<file path="config.mk">
export PLATFORM = sky130hd
export DESIGN_NAME = demux32_route_flat
export DESIGN_NICKNAME = d
export VERILOG_FILES = /design/src/rtl/demux32_route_pkg.sv /design/src/rtl/demux32_route_if.sv /design/src/rtl/demux32_route_fifo2_sync.sv /design/src/rtl/demux32_route.sv /design/src/flat_wrapper.sv
export SDC_FILE = /design/constraint.sdc
export NUM_CORES = 1
export LEC_CHECK = 0
export ABC_AREA = 1
export BUFFER_PORTS_ARGS = -buffer_cell sky130_fd_sc_hd__buf_2
export CAP_MARGIN = 20
export CORE_UTILIZATION = 49
export DETAILED_ROUTE_END_ITERATION = 12
export GPL_TIMING_DRIVEN = 0
export PLACE_DENSITY = 0.71
export RECOVER_POWER = 50
export SYNTH_ARGS = -nofsm -noshare
export SYNTH_HDL_FRONTEND = slang
export SYNTH_HIERARCHICAL = 1
export SYNTH_SLANG_ARGS = --single-unit
</file>
<file path="constraint.sdc">
create_clock -name clk -period 2.92 [get_ports clk]
set_input_delay 0.73 -clock clk [delete_from_list [all_inputs] [get_ports clk]]
set_output_delay 0.73 -clock clk [all_outputs]
set_load 0.005 [all_outputs]
</file>
<file path="src/rtl/demux32_route_pkg.sv">
// Shared defaults and select encoding for the 1:2 result steering block.
package demux32_route_pkg;

  localparam int DEF_SIZE  = 32;
  localparam int DEF_DEPTH = 2;
  localparam int DEF_CNT_W = 16;

  localparam logic SEL_A = 1'b0;
  localparam logic SEL_B = 1'b1;

endpackage

</file>
<file path="src/rtl/demux32_route_if.sv">
// Producer-side input word plus the two consumer handshakes and delivery counters.
interface demux32_route_if
  import demux32_route_pkg::*;
#(
  parameter int SIZE  = DEF_SIZE,
  parameter int CNT_W = DEF_CNT_W
);

  logic             in_valid;
  logic             in_sel;
  logic [SIZE-1:0]  in_data;
  logic             in_ready;
  logic             a_valid;
  logic [SIZE-1:0]  a_data;
  logic             a_ready;
  logic             b_valid;
  logic [SIZE-1:0]  b_data;
  logic             b_ready;
  logic [CNT_W-1:0] cnt_a;
  logic [CNT_W-1:0] cnt_b;

  modport master (
    output in_valid, in_sel, in_data, a_ready, b_ready,
    input  in_ready, a_valid, a_data, b_valid, b_data, cnt_a, cnt_b
  );

  modport slave (
    input  in_valid, in_sel, in_data, a_ready, b_ready,
    output in_ready, a_valid, a_data, b_valid, b_data, cnt_a, cnt_b
  );

endinterface

</file>
<file path="src/rtl/demux32_route_fifo2_sync.sv">
// Two-entry synchronous FIFO; head_data is the registered oldest entry, no bypass.
module fifo2_sync
  import demux32_route_pkg::*;
#(
  parameter int SIZE = DEF_SIZE
) (
  input  logic            clk,
  input  logic            rst_n,
  input  logic            push,
  input  logic [SIZE-1:0] push_data,
  input  logic            pop,
  output logic [SIZE-1:0] head_data,
  output logic            empty,
  output logic            full
);

  logic [SIZE-1:0] r_mem [2];
  logic            r_wrPtr;
  logic            r_rdPtr;
  logic [1:0]      r_count;
  logic            w_doPush;
  logic            w_doPop;

  assign empty     = (r_count == 2'd0);
  assign full      = (r_count == 2'd2);
  assign head_data = r_mem[r_rdPtr];
  assign w_doPush  = push && !full;
  assign w_doPop   = pop && !empty;

  // Storage is cleared on reset so an idle output reads zero after reset.
  always_ff @(posedge clk or negedge rst_n) begin
    if (!rst_n) begin
      r_mem[0] <= '0;
      r_mem[1] <= '0;
      r_wrPtr  <= 1'b0;
      r_rdPtr  <= 1'b0;
      r_count  <= 2'd0;
    end else begin
      if (w_doPush) begin
        r_mem[r_wrPtr] <= push_data;
        r_wrPtr        <= ~r_wrPtr;
      end
      if (w_doPop) begin
        r_rdPtr <= ~r_rdPtr;
      end
      case ({w_doPush, w_doPop})
        2'b10:   r_count <= r_count + 2'd1;
        2'b01:   r_count <= r_count - 2'd1;
        default: r_count <= r_count;
      endcase
    end
  end

endmodule

</file>
<file path="src/rtl/demux32_route.sv">
// Registered 1:2 steering of a result word to writeback (A) or store/forward (B),
// each side buffered by its own 2-entry FIFO with a saturating delivery counter.
module demux32_route
  import demux32_route_pkg::*;
#(
  parameter int SIZE  = DEF_SIZE,
  parameter int DEPTH = DEF_DEPTH,
  parameter int CNT_W = DEF_CNT_W
) (
  input logic            clk,
  input logic            rst_n,
  demux32_route_if.slave bus
);

  if (DEPTH != 2) begin : g_depthCheck
    $error("demux32_route supports DEPTH = 2 only");
  end

  logic             w_emptyA;
  logic             w_emptyB;
  logic             w_fullA;
  logic             w_fullB;
  logic             w_accept;
  logic             w_pushA;
  logic             w_pushB;
  logic             w_popA;
  logic             w_popB;
  logic [CNT_W-1:0] r_cntA;
  logic [CNT_W-1:0] r_cntB;

  // Ready looks only at the selected FIFO's registered state, never at a_ready/b_ready.
  assign bus.in_ready = (bus.in_sel == SEL_B) ? !w_fullB : !w_fullA;
  assign w_accept     = bus.in_valid && bus.in_ready;
  assign w_pushA      = w_accept && (bus.in_sel == SEL_A);
  assign w_pushB      = w_accept && (bus.in_sel == SEL_B);
  assign w_popA       = !w_emptyA && bus.a_ready;
  assign w_popB       = !w_emptyB && bus.b_ready;

  assign bus.a_valid  = !w_emptyA;
  assign bus.b_valid  = !w_emptyB;
  assign bus.cnt_a    = r_cntA;
  assign bus.cnt_b    = r_cntB;

  fifo2_sync #(.SIZE(SIZE)) u_fifoA (
    .clk       (clk),
    .rst_n     (rst_n),
    .push      (w_pushA),
    .push_data (bus.in_data),
    .pop       (w_popA),
    .head_data (bus.a_data),
    .empty     (w_emptyA),
    .full      (w_fullA)
  );

  fifo2_sync #(.SIZE(SIZE)) u_fifoB (
    .clk       (clk),
    .rst_n     (rst_n),
    .push      (w_pushB),
    .push_data (bus.in_data),
    .pop       (w_popB),
    .head_data (bus.b_data),
    .empty     (w_emptyB),
    .full      (w_fullB)
  );

  // Delivery counters stick at all-ones instead of wrapping.
  always_ff @(posedge clk or negedge rst_n) begin
    if (!rst_n) begin
      r_cntA <= '0;
      r_cntB <= '0;
    end else begin
      if (w_popA && (r_cntA != '1)) begin
        r_cntA <= r_cntA + CNT_W'(1);
      end
      if (w_popB && (r_cntB != '1)) begin
        r_cntB <= r_cntB + CNT_W'(1);
      end
    end
  end

endmodule

</file>
<file path="src/flat_wrapper.sv">
// flat-port wrapper written by rule: the top's interface ports become plain ports
module demux32_route_flat import demux32_route_pkg::*;
#(
  parameter int SIZE  = DEF_SIZE,
  parameter int DEPTH = DEF_DEPTH,
  parameter int CNT_W = DEF_CNT_W
)
  (clk, rst_n, bus_in_valid, bus_in_sel, bus_in_data, bus_a_ready, bus_b_ready, bus_in_ready, bus_a_valid, bus_a_data, bus_b_valid, bus_b_data, bus_cnt_a, bus_cnt_b);
  demux32_route_if #(.SIZE(SIZE), .CNT_W(CNT_W)) bus_i ();
  input logic clk;
  input logic rst_n;
  input wire logic [$bits(bus_i.in_valid)-1:0] bus_in_valid;
  input wire logic [$bits(bus_i.in_sel)-1:0] bus_in_sel;
  input wire logic [$bits(bus_i.in_data)-1:0] bus_in_data;
  input wire logic [$bits(bus_i.a_ready)-1:0] bus_a_ready;
  input wire logic [$bits(bus_i.b_ready)-1:0] bus_b_ready;
  output wire logic [$bits(bus_i.in_ready)-1:0] bus_in_ready;
  output wire logic [$bits(bus_i.a_valid)-1:0] bus_a_valid;
  output wire logic [$bits(bus_i.a_data)-1:0] bus_a_data;
  output wire logic [$bits(bus_i.b_valid)-1:0] bus_b_valid;
  output wire logic [$bits(bus_i.b_data)-1:0] bus_b_data;
  output wire logic [$bits(bus_i.cnt_a)-1:0] bus_cnt_a;
  output wire logic [$bits(bus_i.cnt_b)-1:0] bus_cnt_b;
  assign bus_i.in_valid = bus_in_valid;
  assign bus_i.in_sel = bus_in_sel;
  assign bus_i.in_data = bus_in_data;
  assign bus_i.a_ready = bus_a_ready;
  assign bus_i.b_ready = bus_b_ready;
  assign bus_in_ready = bus_i.in_ready;
  assign bus_a_valid = bus_i.a_valid;
  assign bus_a_data = bus_i.a_data;
  assign bus_b_valid = bus_i.b_valid;
  assign bus_b_data = bus_i.b_data;
  assign bus_cnt_a = bus_i.cnt_a;
  assign bus_cnt_b = bus_i.cnt_b;
  demux32_route #(.SIZE(SIZE), .DEPTH(DEPTH), .CNT_W(CNT_W)) u_core (.clk(clk), .rst_n(rst_n), .bus(bus_i));
endmodule
</file>
==> summary.txt, run 1 <==
Clock tree
  • Clock latency on the worst-skew pair: roughly 0.43 ns
  • Worst-path clk slew: 0.07 ns
  • Max clock buf depth: 2
  • Setup Fix Bufs, Post-CTS: 0
  • CTS Buf Count: 17
  • H-tree depth: 4
  • Root Buffer: clkbuf_16
  • Sink Count: between 150 and 200
  • CTS tree: built

Synthesis
  • Synthesized instance count: 1,130
  • FF+latch count, synth: about 170
  • Synth Warn #: 6
  • Sequential fraction of the synthesis area: 0.4867
  • Synth Cell Area: approximately 0.0086 mm2
  • Syn_area_per_cell: 7.645 um2
  • Synth unique cells: 27
  • Syn_nets: 1,172

Critical path
  • Crit path launch type: flip-flop
  • Crit path cell chain: inv_1 -> nand2_4 -> buf_6 -> buf_6 -> inv_1 -> nor3_1 -> buf_4 -> nand2_1 -> ha_1 -> inv_1 -> nand3_1 -> nand2_1 -> nand2_1
  • FF-to-FF Start: u_core/u_fifoA/r_count[0]$_DFFE_PN0P_
  • Worst path max stage delay: approximately 0.62 ns
  • Critical Path AT: 3.02 ns
  • Flop2flop setup slack: ~0.22 ns
  • R2R Path End: u_core/u_fifoA/r_count[1]$_DFFE_PN0P_
  • Kind of critical path: reg2reg
  • Crit end category: flip-flop
  • Critical Path Start: u_core/u_fifoA/r_count[0]$_DFFE_PN0P_
  • CP top delay family: simple AND/OR/NAND/NOR gates
  • Worst r2r path cells: 13
  • Stages on the worst setup path: 13
  • Worst-path maximum fanout: 10
  • Highest-delay cell along the critical path: nor3_1
  • Worst EP required: ~3.2 ns
  • WP buf/inv: 6
  • CP endpoint: u_core/u_fifoA/r_count[1]$_DFFE_PN0P_

Hold path
  • Hold crit path type: reg2reg

Timing
  • Setup TNS: 0 ns
  • Worst clock skew: about 0.0078 ns
  • Slew headroom: -0.08558
  • Hold Vio Cnt, Final: 0
  • Final Cycle Share: 0.9230
  • Final setup margin: around 0.22 ns
  • RSZ-0062 raised after global routing: no
  • Setup violators final: 0
  • Final hold slack: around 0.47 ns
  • F_max: between 0.3 and 0.4 GHz
  • Worst slew pin tran: roughly 1.6 ns
  • Tmin final: approximately 2.7 ns
  • Final Slew Violations: 65

Layout
  • Most common cell after layout, fill and taps aside: nand2_1
  • Core Util, Final: 0.5888
  • Fin nets: around 1,300
  • Area Overhead vs Synth: 17.48%
  • Ratio of cells with drive above 1 in the final layout: 0.1894
  • Most frequent cells in the layout: nand2_1, buf_2, dfrtp_1

Floorplanning
  • Core ar.: between 0.015 and 0.02 mm2
  • Die ar.: roughly 0.018 mm2
  • Effective utilization at floorplan: 0.5012
  • Die width: 134.8 um
  • Row cnt: 48
  • Die H: approximately 130 um
  • # IOs: 137

Global route
  • Initial antenna violation count: 1
  • Vias in the first global route: approximately 7,500
  • Largest net degree at the start of global routing: approximately 110
  • GRT overflow: 0
  • First-pass GRT wire length: ~39,000 um
  • GR Util All Layers: 0.2718

Place
  • GP Congestion: just over 0.8
  • Pre-CTS WS: 0.2131 ns
  • DP HPWL: ~16,000 um
  • Port buffer count: approximately 140

Drt
  • Initial DRC count: 749
  • Avg WL per Cell: 15.56 um
  • DR pass1 iterations: 7
  • WL final: 23,730 um
  • Post-DR vias/cell: 5.391
  • Drc violations: 0
  • Via count: between 8,000 and 9,000
  • Final ANT Viol Nets: 0

Run status
  • Status: complete, but fails checks
  • Failing checks: max-capacitance violations, max-slew violations

Pwr
  • Pwr Density: 1050 mW/mm2
  • Leakage Power: ~5.6 nW
  • Max IR drop VDD: approximately 0.00055 V
  • Tot Pwr: around 11 mW

Flow run
  • Max-cap violations: 1
how the worst min path moves through the flow:
| stage | start | end | slack [ns] | depth (start not counted) |
|---|---|---|---|---|
| 2_1_floorplan | rst_n | u_core/bus.cnt_a[0]$_DFFE_PN0P_ | 0.43 | 0 |
| 3_3_place_gp | u_core/u_fifoA/r_mem[58]$_DFFE_PN0P_ | u_core/u_fifoA/r_mem[58]$_DFFE_PN0P_ | 0.45 | 2 |
| 3_5_place_dp | u_core/u_fifoA/r_mem[26]$_DFFE_PN0P_ | u_core/u_fifoA/r_mem[26]$_DFFE_PN0P_ | 0.46 | 2 |
| 4_1_cts | rst_n | u_core/bus.cnt_a[5]$_DFFE_PN0P_ | 0.25 | 1 |
| 5_1_grt | u_core/u_fifoB/r_mem[46]$_DFFE_PN0P_ | u_core/u_fifoB/r_mem[46]$_DFFE_PN0P_ | 0.49 | 2 |
| 6_report | u_core/u_fifoA/r_mem[23]$_DFFE_PN0P_ | u_core/u_fifoA/r_mem[23]$_DFFE_PN0P_ | 0.47 | 2 |
Yosys cell counts:
library cell	count	area, um2
nand2_1	595	2233
dfrtp_1	168	4204
nand4_1	140	875.8
buf_2	44	220.2
inv_1	38	142.6
nor2_1	33	123.9
nand3_1	21	105.1
buf_6	12	135.1
clkbuf_1	11	41.29
xnor2_1	10	87.58
inv_2	7	26.28
o21ai_2	7	61.31
nand2_2	6	37.54
nand3_2	6	60.06
ha_1	4	50.05
nand3b_1	4	30.03
nor2_4	4	45.04
xor2_1	4	35.03
nor2_2	3	18.77
nor3_1	3	15.01
buf_4	2	15.01
nand2_4	2	22.52
o21ai_0	2	10.01
buf_1	1	3.750
mux2i_1	1	10.01
nand4_4	1	21.27
nor3b_1	1	7.510
where the power goes:
group          leakage, nW  internal [mW]  switching (mW)
registers             2.13           3.28           0.592
clock network        0.290           1.36           0.986
logic                 3.18           1.62            2.82
total                 5.60           6.26            4.40
cell families (layout without fill, tap and decap cells):
family,after synthesis,in the layout,synth area share
buffers and inverters,115,284,0.06764
multiplexers,1,1,0.001159
AND/OR/NAND/NOR,819,819,0.4163
XOR/XNOR,14,14,0.01419
flip-flops,168,168,0.4867
AO/OA/AOI/OAI,9,9,0.008256
other,0,1,0
adder cells (fa/ha/maj),4,4,0.005794
cell type report:
cell class | count | area [um2]
fill | 1652 | 7088
inverter | 45 | 168.9
antenna | 1 | 2.502
sequential | 168 | 4204
clock buffer | 19 | 432.9
multi-input combinational | 847 | 3799
tap | 225 | 281.5
clock inverter | 13 | 170.2
buffer | 70 | 400.4
timing repair buffer | 137 | 689.4
through the flow:
stage | instances | cell area (um2)
4_1_cts | 1524 | 10240
2_1_floorplan | 1130 | 8638
3_5_place_dp | 1492 | 9638
5_1_grt | 1524 | 10150
3_3_place_gp | 1491 | 9600
6_report | 1525 | 10150
tightest hold or removal path, stage by stage, from the launching register on:
cell	delay [ns]
dfrtp_1	0.35
nand2_1	0.05
nand2_1	0.04
layer usage:
| metal | track usage | vias up | share of wire |
|---|---|---|---|
| met4 | 0.07865 | 0 | 0.012 |
| met5 | 0 | - | 0 |
| met2 | 0.4118 | 308 | 0.46 |
| met1 | 0.3990 | 3919 | 0.46 |
| met3 | 0.04767 | 24 | 0.070 |
| li1 | - | 3971 | - |
repair_timing:
item | in CTS | in global routing
endpoints found under the hold margin | 0 | 0
setup endpoints to repair | 0 | 1
hold buffers | 0 | 0
gates resized for setup | 0 | 1
state kept, by name, summed over array words and instances, names as in the netlist:
| signal | count |
|---|---|
| u_core/u_fifoA/r_mem | 64 |
| u_core/u_fifoB/r_mem | 64 |
| u_core/bus.cnt_a | 16 |
| u_core/bus.cnt_b | 16 |
| u_core/u_fifoA/r_count | 2 |
| u_core/u_fifoB/r_count | 2 |
| u_core/u_fifoA/r_rdPtr | 1 |
| u_core/u_fifoA/r_wrPtr | 1 |
| u_core/u_fifoB/r_rdPtr | 1 |
| u_core/u_fifoB/r_wrPtr | 1 |
No activity file was read; power rests on OpenSTA's default activity.
==> inputs of run 2 (changes only) <==
--- a/config.mk
+++ b/config.mk
@@ -5,7 +5,6 @@
 export SDC_FILE = /design/constraint.sdc
 export NUM_CORES = 1
 export LEC_CHECK = 0
-export ABC_AREA = 1
 export BUFFER_PORTS_ARGS = -buffer_cell sky130_fd_sc_hd__buf_2
 export CAP_MARGIN = 20
 export CORE_UTILIZATION = 49
==> run 2 against run 1 <==
  * The flow still finishes with violations (max-capacitance violations, max-slew violations)
  * Cell area down 9.3%
  * Via count decreased by 42%
  * Sequential share of layout area increased by 4.3 points
  * Critical path type is now reg2out
  * Critical endpoint is now bus_a_data[31]
  * Largest cell class unchanged
  * Highest routed layer unchanged
==> summary.txt, run 2 <==
Hold path
  • Hold crit path type: reg2reg
  • Min-Delay Startpoint: u_core/u_fifoA/r_mem[63]$_DFFE_PN0P_

Clock tree
  • Setup Fix Bufs, Post-CTS: 0 (unchanged)
  • CTS Buf Count: 17 (unchanged)
  • Worst-path clk slew: 0.06 ns (about the same)
  • CTS tree: built
  • H-tree depth: 4 (unchanged)
  • Max clock buf depth: 2 (unchanged)
  • Post-CTS Resized: 3 (+3)
  • Clock latency on the worst-skew pair: 0.41 ns (-0.02 ns)
  • Sink Count: 168 (unchanged)
  • Cts hold-fix bufs: 0 (unchanged)
  • Root Buffer: clkbuf_16

Place
  • Placed instance area: 0.008682 mm2 (-9.9%)
  • Inst Count DP: 886 (-41%)
  • DP HPWL: 11,300 um (-31%)
  • Port buffer count: 136 (unchanged)
  • Pre-CTS WS: 0.3596 ns (+0.1465 ns)
  • GP Congestion: 0.7948 (-4.1%)

Floorplanning
  • Die width: 127.4 um (-5.5%)
  • Die ar.: 0.01622 mm2 (-11%)
  • Effective utilization at floorplan: 0.5046 (+0.003472)
  • Core ar.: 0.01526 mm2 (-11%)
  • Row cnt: 45 (-6.3%)
  • # IOs: 137 (unchanged)
  • Die H: 127.4 um (-5.5%)

Critical path
  • Kind of critical path: reg2out
  • Critical Path AT: 1.97 ns (-1.05 ns)
  • Crit path launch type: flip-flop
  • Worst EP required: 2.19 ns (-1.05 ns)
  • Critical Path Start: u_core/u_fifoA/r_rdPtr$_DFFE_PN0P_
  • Worst-path maximum fanout: 10 (unchanged)
  • FF-to-FF Start: u_core/u_fifoA/r_count[0]$_DFFE_PN0P_
  • Crit end category: primary output

Layout
  • Final cell area excluding filler cells: 0.009203 mm2 (-9.3%)
  • Fin nets: 736 (-45%)
  • Area Overhead vs Synth: 19.52%
  • Most common cell after layout, fill and taps aside: mux2_2
  • # diodes: 0 (-1)
  • Ratio of cells with drive above 1 in the final layout: 0.5290 (+0.3396)
  • Most frequent cells in the layout: mux2_2, dfrtp_1, buf_2
  • FILL cells: 1,194 (-28%)
  • Non-filler cells in the finished layout: 918 (-40%)
  • Biggest regs: u_core/u_fifoA/r_mem (64), u_core/u_fifoB/r_mem (64)

Drt
  • WL final: 16,230 um (-32%)
  • Avg WL per Cell: 17.68 um (+14%)
  • Via count: 4,778 (-42%)
  • Initial DRC count: 224 (-70%)
  • DR pass1 iterations: 4 (-3)
  • Post-DR vias/cell: 5.205 (-3.5%)
  • Drc violations: 0 (unchanged)
  • Final ANT Viol Nets: 0 (unchanged)

Synthesis
  • Synth top area share: 0.5460 (+0.05931)
  • Prevailing post-synth register cell: dfrtp_1
  • Syn_nets: 580 (-51%)
  • FF+latch count, synth: 168 (unchanged)
  • Synth unique cells: 45 (+67%)
  • Number of synthesized flops with an enable pin: 0 (unchanged)
  • Top cells by count, synth: mux2_2, dfrtp_1, xor2_1, nand2_1, a21oi_1
  • Asr flop ratio synth: 1.000 (unchanged)
  • Synth Cell Area: 0.007700 mm2 (-11%)
  • Most common cell in the synthesized netlist: mux2_2
  • Sequential fraction of the synthesis area: 0.5460 (+0.05931)
  • Synth Warn #: 6 (unchanged)
  • Synthesized instance count: 538 (-52%)
  • Syn_area_per_cell: 14.31 um2 (+87%)
  • Top cells by area, synth: dfrtp_1, mux2_2, xor2_1
  • Yosys top cell by area: dfrtp_1

Timing
  • RSZ-0062 raised after global routing: no
  • Final setup margin: 0.2167 ns (-0.008035 ns)
  • Slew headroom: -0.3944 (-0.3088)
  • Hold Vio Cnt, Final: 0 (unchanged)
  • Worst slew pin tran: 2.092 ns (+0.4632 ns)
  • Setup TNS: 0 ns (unchanged)
  • Setup violators final: 0 (unchanged)
  • Final Cycle Share: 0.9258 (+0.002752)
  • Worst clock skew: 0.007437 ns (-0.0003959 ns)
  • F_max: 0.3699 GHz (-0.30%)
  • Final Slew Violations: 44 (-32%)
  • Tmin final: 2.703 ns (+0.008035 ns)

Flow run
  • Max-cap violations: 1 (unchanged)

Global route
  • First-pass GRT wire length: 26,280 um (-32%)
  • GRT overflow: 0 (unchanged)
  • Initial antenna violation count: 0 (-1)
  • Vias in the first global route: 5,021 (-33%)
  • GR Util All Layers: 0.2110 (-0.06080)
  • Largest net degree at the start of global routing: 126 (+19%)

Pwr
  • Max IR drop VDD: 0.0004701 V (-14%)
  • Tot Pwr: 10.12 mW (-5.0%)
  • Leakage Power: 4.245 nW (-24%)
  • Pwr Density: 1100 mW/mm2 (+4.8%)

Run status
  • Failing checks: max-capacitance violations, max-slew violations
  • Status: complete, but fails checks
[run 2: changes by cell type after synthesis, moves of 14 or more]
cell / change
nor2_1: -22
mux2_2: +183
nand4_1: -135
inv_1: -35
nand2_1: -580
xor2_1: +14
a21oi_1: +14
buf_2: -40
[run 2: final timing paths]
check / endpoint / slack (ns) / cells past startpoint
min in group asynchronous: u_core/u_fifoA/r_mem[54]$_DFFE_PN0P_ / 1.03 / 1
max in group asynchronous: u_core/u_fifoA/r_mem[61]$_DFFE_PN0P_ / 0.38 / 2
worst max-delay path: bus_a_data[31] / 0.22 / 4
worst min register to register: u_core/u_fifoA/r_mem[63]$_DFFE_PN0P_ / 0.49 / 1
worst max register to register: u_core/u_fifoA/r_mem[35]$_DFFE_PN0P_ / 0.80 / 6
worst min-delay path: u_core/u_fifoA/r_mem[63]$_DFFE_PN0P_ / 0.49 / 1
[run 2: worst max-delay path, cell delays in order (launching register included)]
cell	delay [ns]
dfrtp_1	0.32
clkbuf_1	0.34
clkbuf_2	0.38
mux2_2	0.40
buf_2	0.13
[run 2: kinds of logic (layout without fill, tap and decap cells)]
family	count (synthesis)	count (layout)	share of synthesized area
AOI/OAI and AO/OA	23	23	0.01804
xor gates and xnor gates	29	29	0.03299
adders and majority gates	4	4	0.006500
buffers and inverters	30	199	0.03023
DFF	168	168	0.5460
muxes	197	197	0.2897
and+or+nand+nor	87	87	0.07654
[run 2: layer usage]
| metal | vias to the layer above | wire (um) | share of wire | track usage |
|---|---|---|---|---|
| met2 | 111 | 8032 | 0.49 | 0.3507 |
| met4 | 0 | 254 | 0.016 | 0.07003 |
| li1 | 2242 | - | - | - |
| met5 | - | 0 | 0 | 0 |
| met3 | 22 | 771 | 0.048 | 0.05402 |
| met1 | 2403 | 7173 | 0.44 | 0.2698 |
[run 2: through the flow]
stage / utilization / hold WS (ns)
after floorplan: - / 0.4344
after global placement: 0.5665 / 0.4640
after detailed placement: 0.5690 / 0.4779
after CTS: 0.6080 / 0.2043
after global routing: 0.6031 / 0.5124
final: 0.6031 / 0.4915
[run 2: where the power goes]
part / internal (mW) / total [mW] / switching [mW]
clock network: 1.39 / 2.25 / 0.860
logic: 2.27 / 3.87 / 1.60
registers: 3.39 / 4.00 / 0.614
total: 7.05 / 10.1 / 3.07
[run 2: final cells by class]
cell class	instances	area, um2	area share
Buffer	25	209.0	0.02271
Inverter	5	18.77	0.002039
Clock inverter	8	120.1	0.01305
Clock buffer	24	471.7	0.05126
Sequential cell	168	4204	0.4568
Timing Repair Buffer	137	699.4	0.07600
Multi-Input combinational cell	340	3216	0.3494
Tap cell	211	264.0	0.02869
==> inputs of run 3 (changes only) <==
--- a/config.mk
+++ b/config.mk
@@ -10,6 +10,7 @@
 export CORE_UTILIZATION = 49
 export DETAILED_ROUTE_END_ITERATION = 12
 export GPL_TIMING_DRIVEN = 0
+export MAX_ROUTING_LAYER = met4
 export PLACE_DENSITY = 0.71
 export RECOVER_POWER = 50
 export SYNTH_ARGS = -nofsm -noshare
==> run 3 against run 2 <==
  * Clock skew is 0.00055 ns higher
  * Global-route usage is 0.62 points higher
  * Critical path type unchanged
  * Register-to-register slack hardly changed
  * The flow still finishes with violations (max-capacitance violations, max-slew violations)
  * Cell area hardly changed
  * Clock power hardly changed
  * Sequential share of layout area hardly changed
  * Die area stayed put
  * Fmax is 0.34% lower
  * Sequential power hardly changed
  * Setup slack worse by 0.0093 ns
  * Largest power group unchanged
==> summary.txt, run 3 (same netlist as run 2, synthesis figures left out) <==
Run status
  • Status: complete, but fails checks
  • Failing checks: max-capacitance violations, max-slew violations

Critical path
  • Crit end category: primary output
  • Highest-delay cell along the critical path: mux2_2
  • Crit path launch type: flip-flop
  • R2R Path End: u_core/u_fifoA/r_mem[35]$_DFFE_PN0P_
  • FF-to-FF Start: u_core/u_fifoA/r_count[0]$_DFFE_PN0P_
  • Critical Path AT: 1.98 ns (about the same)
  • WP buf/inv: 3 (unchanged)
  • Worst path max stage delay: 0.40 ns (about the same)
  • Kind of critical path: reg2out
  • CP top delay family: buffers and inverters
  • Worst-path maximum fanout: 10 (unchanged)
  • Crit path cell chain: clkbuf_1 -> clkbuf_2 -> mux2_2 -> buf_2
  • Worst EP required: 2.19 ns (about the same)
  • Flop2flop setup slack: 0.80 ns (about the same)
  • Worst r2r path cells: 6 (unchanged)

Timing
  • Worst slew pin tran: 2.066 ns (-0.02576 ns)
  • Final Cycle Share: 0.9290 (+0.003174)
  • Tmin final: 2.713 ns (+0.009269 ns)
  • Setup violators final: 0 (unchanged)
  • Hold Vio Cnt, Final: 0 (unchanged)
  • Worst clock skew: 0.007991 ns (+0.0005538 ns)
  • Final hold slack: 0.4913 ns (-0.0001240 ns)
  • F_max: 0.3687 GHz (-0.34%)
  • RSZ-0062 raised after global routing: no
  • Final setup margin: 0.2074 ns (-0.009269 ns)
  • Slew headroom: -0.3772 (+0.01718)
  • Final Slew Violations: 44 (unchanged)

Floorplanning
  • Row cnt: 45 (unchanged)
  • Die ar.: 0.01622 mm2 (unchanged)
  • # IOs: 137 (unchanged)
  • Effective utilization at floorplan: 0.5046 (unchanged)
  • Die H: 127.4 um (unchanged)
  • Die width: 127.4 um (unchanged)
  • Core ar.: 0.01526 mm2 (unchanged)

Clock tree
  • Worst-path clk slew: 0.06 ns (about the same)
  • Sink Count: 168 (unchanged)
  • CTS Buf Count: 17 (unchanged)
  • Root Buffer: clkbuf_16
  • Max clock buf depth: 2 (unchanged)
  • CTS tree: built
  • Setup Fix Bufs, Post-CTS: 0 (unchanged)
  • H-tree depth: 4 (unchanged)
  • Clock latency on the worst-skew pair: 0.41 ns (about the same)

Layout
  • FILL cells: 1,195 (+0.084%)
  • # diodes: 0 (unchanged)
  • Fin nets: 736 (unchanged)
  • Most common cell after layout, fill and taps aside: mux2_2
  • Most frequent cells in the layout: mux2_2, dfrtp_1, buf_2
  • Ratio of cells with drive above 1 in the final layout: 0.5276 (-0.001414)
  • Area Overhead vs Synth: 19.50% (about the same)
  • Area of the multi-input gates: 0.003216 mm2 (unchanged)
  • Sequential cell area: 0.004204 mm2 (unchanged)
  • Biggest regs: u_core/u_fifoA/r_mem (64), u_core/u_fifoB/r_mem (64)
  • Final cell area excluding filler cells: 0.009201 mm2 (about the same)
  • Core Util, Final: 0.6030 (about the same)

Drt
  • Initial DRC count: 245 (+9.4%)
  • Avg WL per Cell: 17.71 um (+0.17%)
  • DR pass1 iterations: 4 (unchanged)
  • Drc violations: 0 (unchanged)
  • Via count: 4,829 (+1.1%)
  • WL final: 16,260 um (+0.17%)
  • Post-DR vias/cell: 5.260 (+1.1%)
  • Final ANT Viol Nets: 0 (unchanged)

Place
  • DP HPWL: 11,300 um (unchanged)
  • Placed instance area: 0.008682 mm2 (unchanged)
  • GP Congestion: 0.8061 (+1.4%)
  • Pre-CTS WS: 0.3596 ns (unchanged)
  • Port buffer count: 136 (unchanged)

Hold path
  • Worst Hold Path Cells: 1 (unchanged)
  • Hold crit path type: reg2reg
  • Min-Delay Startpoint: u_core/u_fifoB/r_mem[63]$_DFFE_PN0P_
  • Worst Hold Path EP: u_core/u_fifoB/r_mem[63]$_DFFE_PN0P_

Pwr
  • Pwr Density: 1100 mW/mm2 (about the same)
  • Max IR drop VDD: 0.0004681 V (-0.44%)
  • Internal: 7.045 mW (about the same)
  • Reg power frac: 0.395 (about the same)
  • Clk pwr share: 0.222 (about the same)
  • Comb pwr share: 0.383 (about the same)
  • Sw frac: 0.3039 (about the same)
  • P_sw: 3.076 mW (about the same)
  • Leakage Power: 4.241 nW (-0.10%)

Global route
  • GR Util All Layers: 0.2173 (+0.006204)
  • GRT overflow: 0 (unchanged)
  • Initial antenna violation count: 0 (unchanged)
  • Vias in the first global route: 5,029 (+0.16%)
  • Largest net degree at the start of global routing: 126 (unchanged)
  • First-pass GRT wire length: 26,250 um (-0.13%)

Flow run
  • Max-cap violations: 1 (unchanged)
==> run 3: cell count changes in the layout (fill, tap and decap cells not counted), sizes merged <==
cell,delta
buf,-1
clkbuf,+1
==> run 3: stage by stage <==
| step | instances | power (mW) | setup TNS [ns] |
|---|---|---|---|
| finish | 918 | 10.12 | 0 |
| floorplan | 538 | 6.468 | 0 |
| global route | 918 | 10.77 | 0 |
| CTS | 918 | 10.28 | 0 |
| global placement | 885 | 7.770 | -214.99 |
| detailed placement | 886 | 7.989 | 0 |
==> run 3: final cells by class <==
cell class / instances / area share
Inverter: 5 / 0.002040
Buffer: 25 / 0.02271
Tap cell: 211 / 0.02869
Clock inverter: 8 / 0.01305
Timing Repair Buffer: 137 / 0.07588
Clock buffer: 24 / 0.05126
Multi-Input combinational cell: 340 / 0.3495
Sequential cell: 168 / 0.4569
==> run 3: worst max path at each step <==
stage / cells after the start / slack [ns] / to / from
finish: 4 / 0.21 / bus_a_data[31] / u_core/u_fifoA/r_rdPtr$_DFFE_PN0P_
global route: 2 / 0.07 / u_core/bus.cnt_a[10]$_DFFE_PN0P_ / rst_n
CTS: 4 / 0.01 / bus_b_data[31] / u_core/u_fifoB/r_rdPtr$_DFFE_PN0P_
detailed placement: 4 / 0.36 / bus_a_data[31] / u_core/u_fifoA/r_rdPtr$_DFFE_PN0P_
global placement: 1 / -1.29 / u_core/u_fifoB/r_mem[43]$_DFFE_PN0P_ / rst_n
floorplan: 3 / 0.96 / bus_a_data[0] / u_core/u_fifoA/r_rdPtr$_DFFE_PN0P_
==> run 3: what timing repair did <==
action                                 CTS  global route
resized for setup                        3             2
hold buffers                             0             0
endpoints found under the hold margin    0             0
pin swaps                                0             0
setup endpoints to repair               30            10
==> run 3: power groups by stage <==
stage               logic [mW]  registers [mW]  clock network [mW]
detailed placement        3.94            4.05                   0
global route              4.22            4.15                2.40
global placement          3.83            3.94                   0
floorplan                 2.61            3.86                   0
CTS                       3.98            4.01                2.29
finish                    3.87            4.00                2.25
==> run 3: per-layer routing <==
| layer | track usage | part of all wire | up-vias |
|---|---|---|---|
| met5 | - | 0 | - |
| met4 | 0.07423 | 0.014 | 0 |
| met3 | 0.04606 | 0.043 | 20 |
| met2 | 0.3513 | 0.50 | 126 |
| met1 | 0.2720 | 0.45 | 2439 |
| li1 | - | - | 2244 |
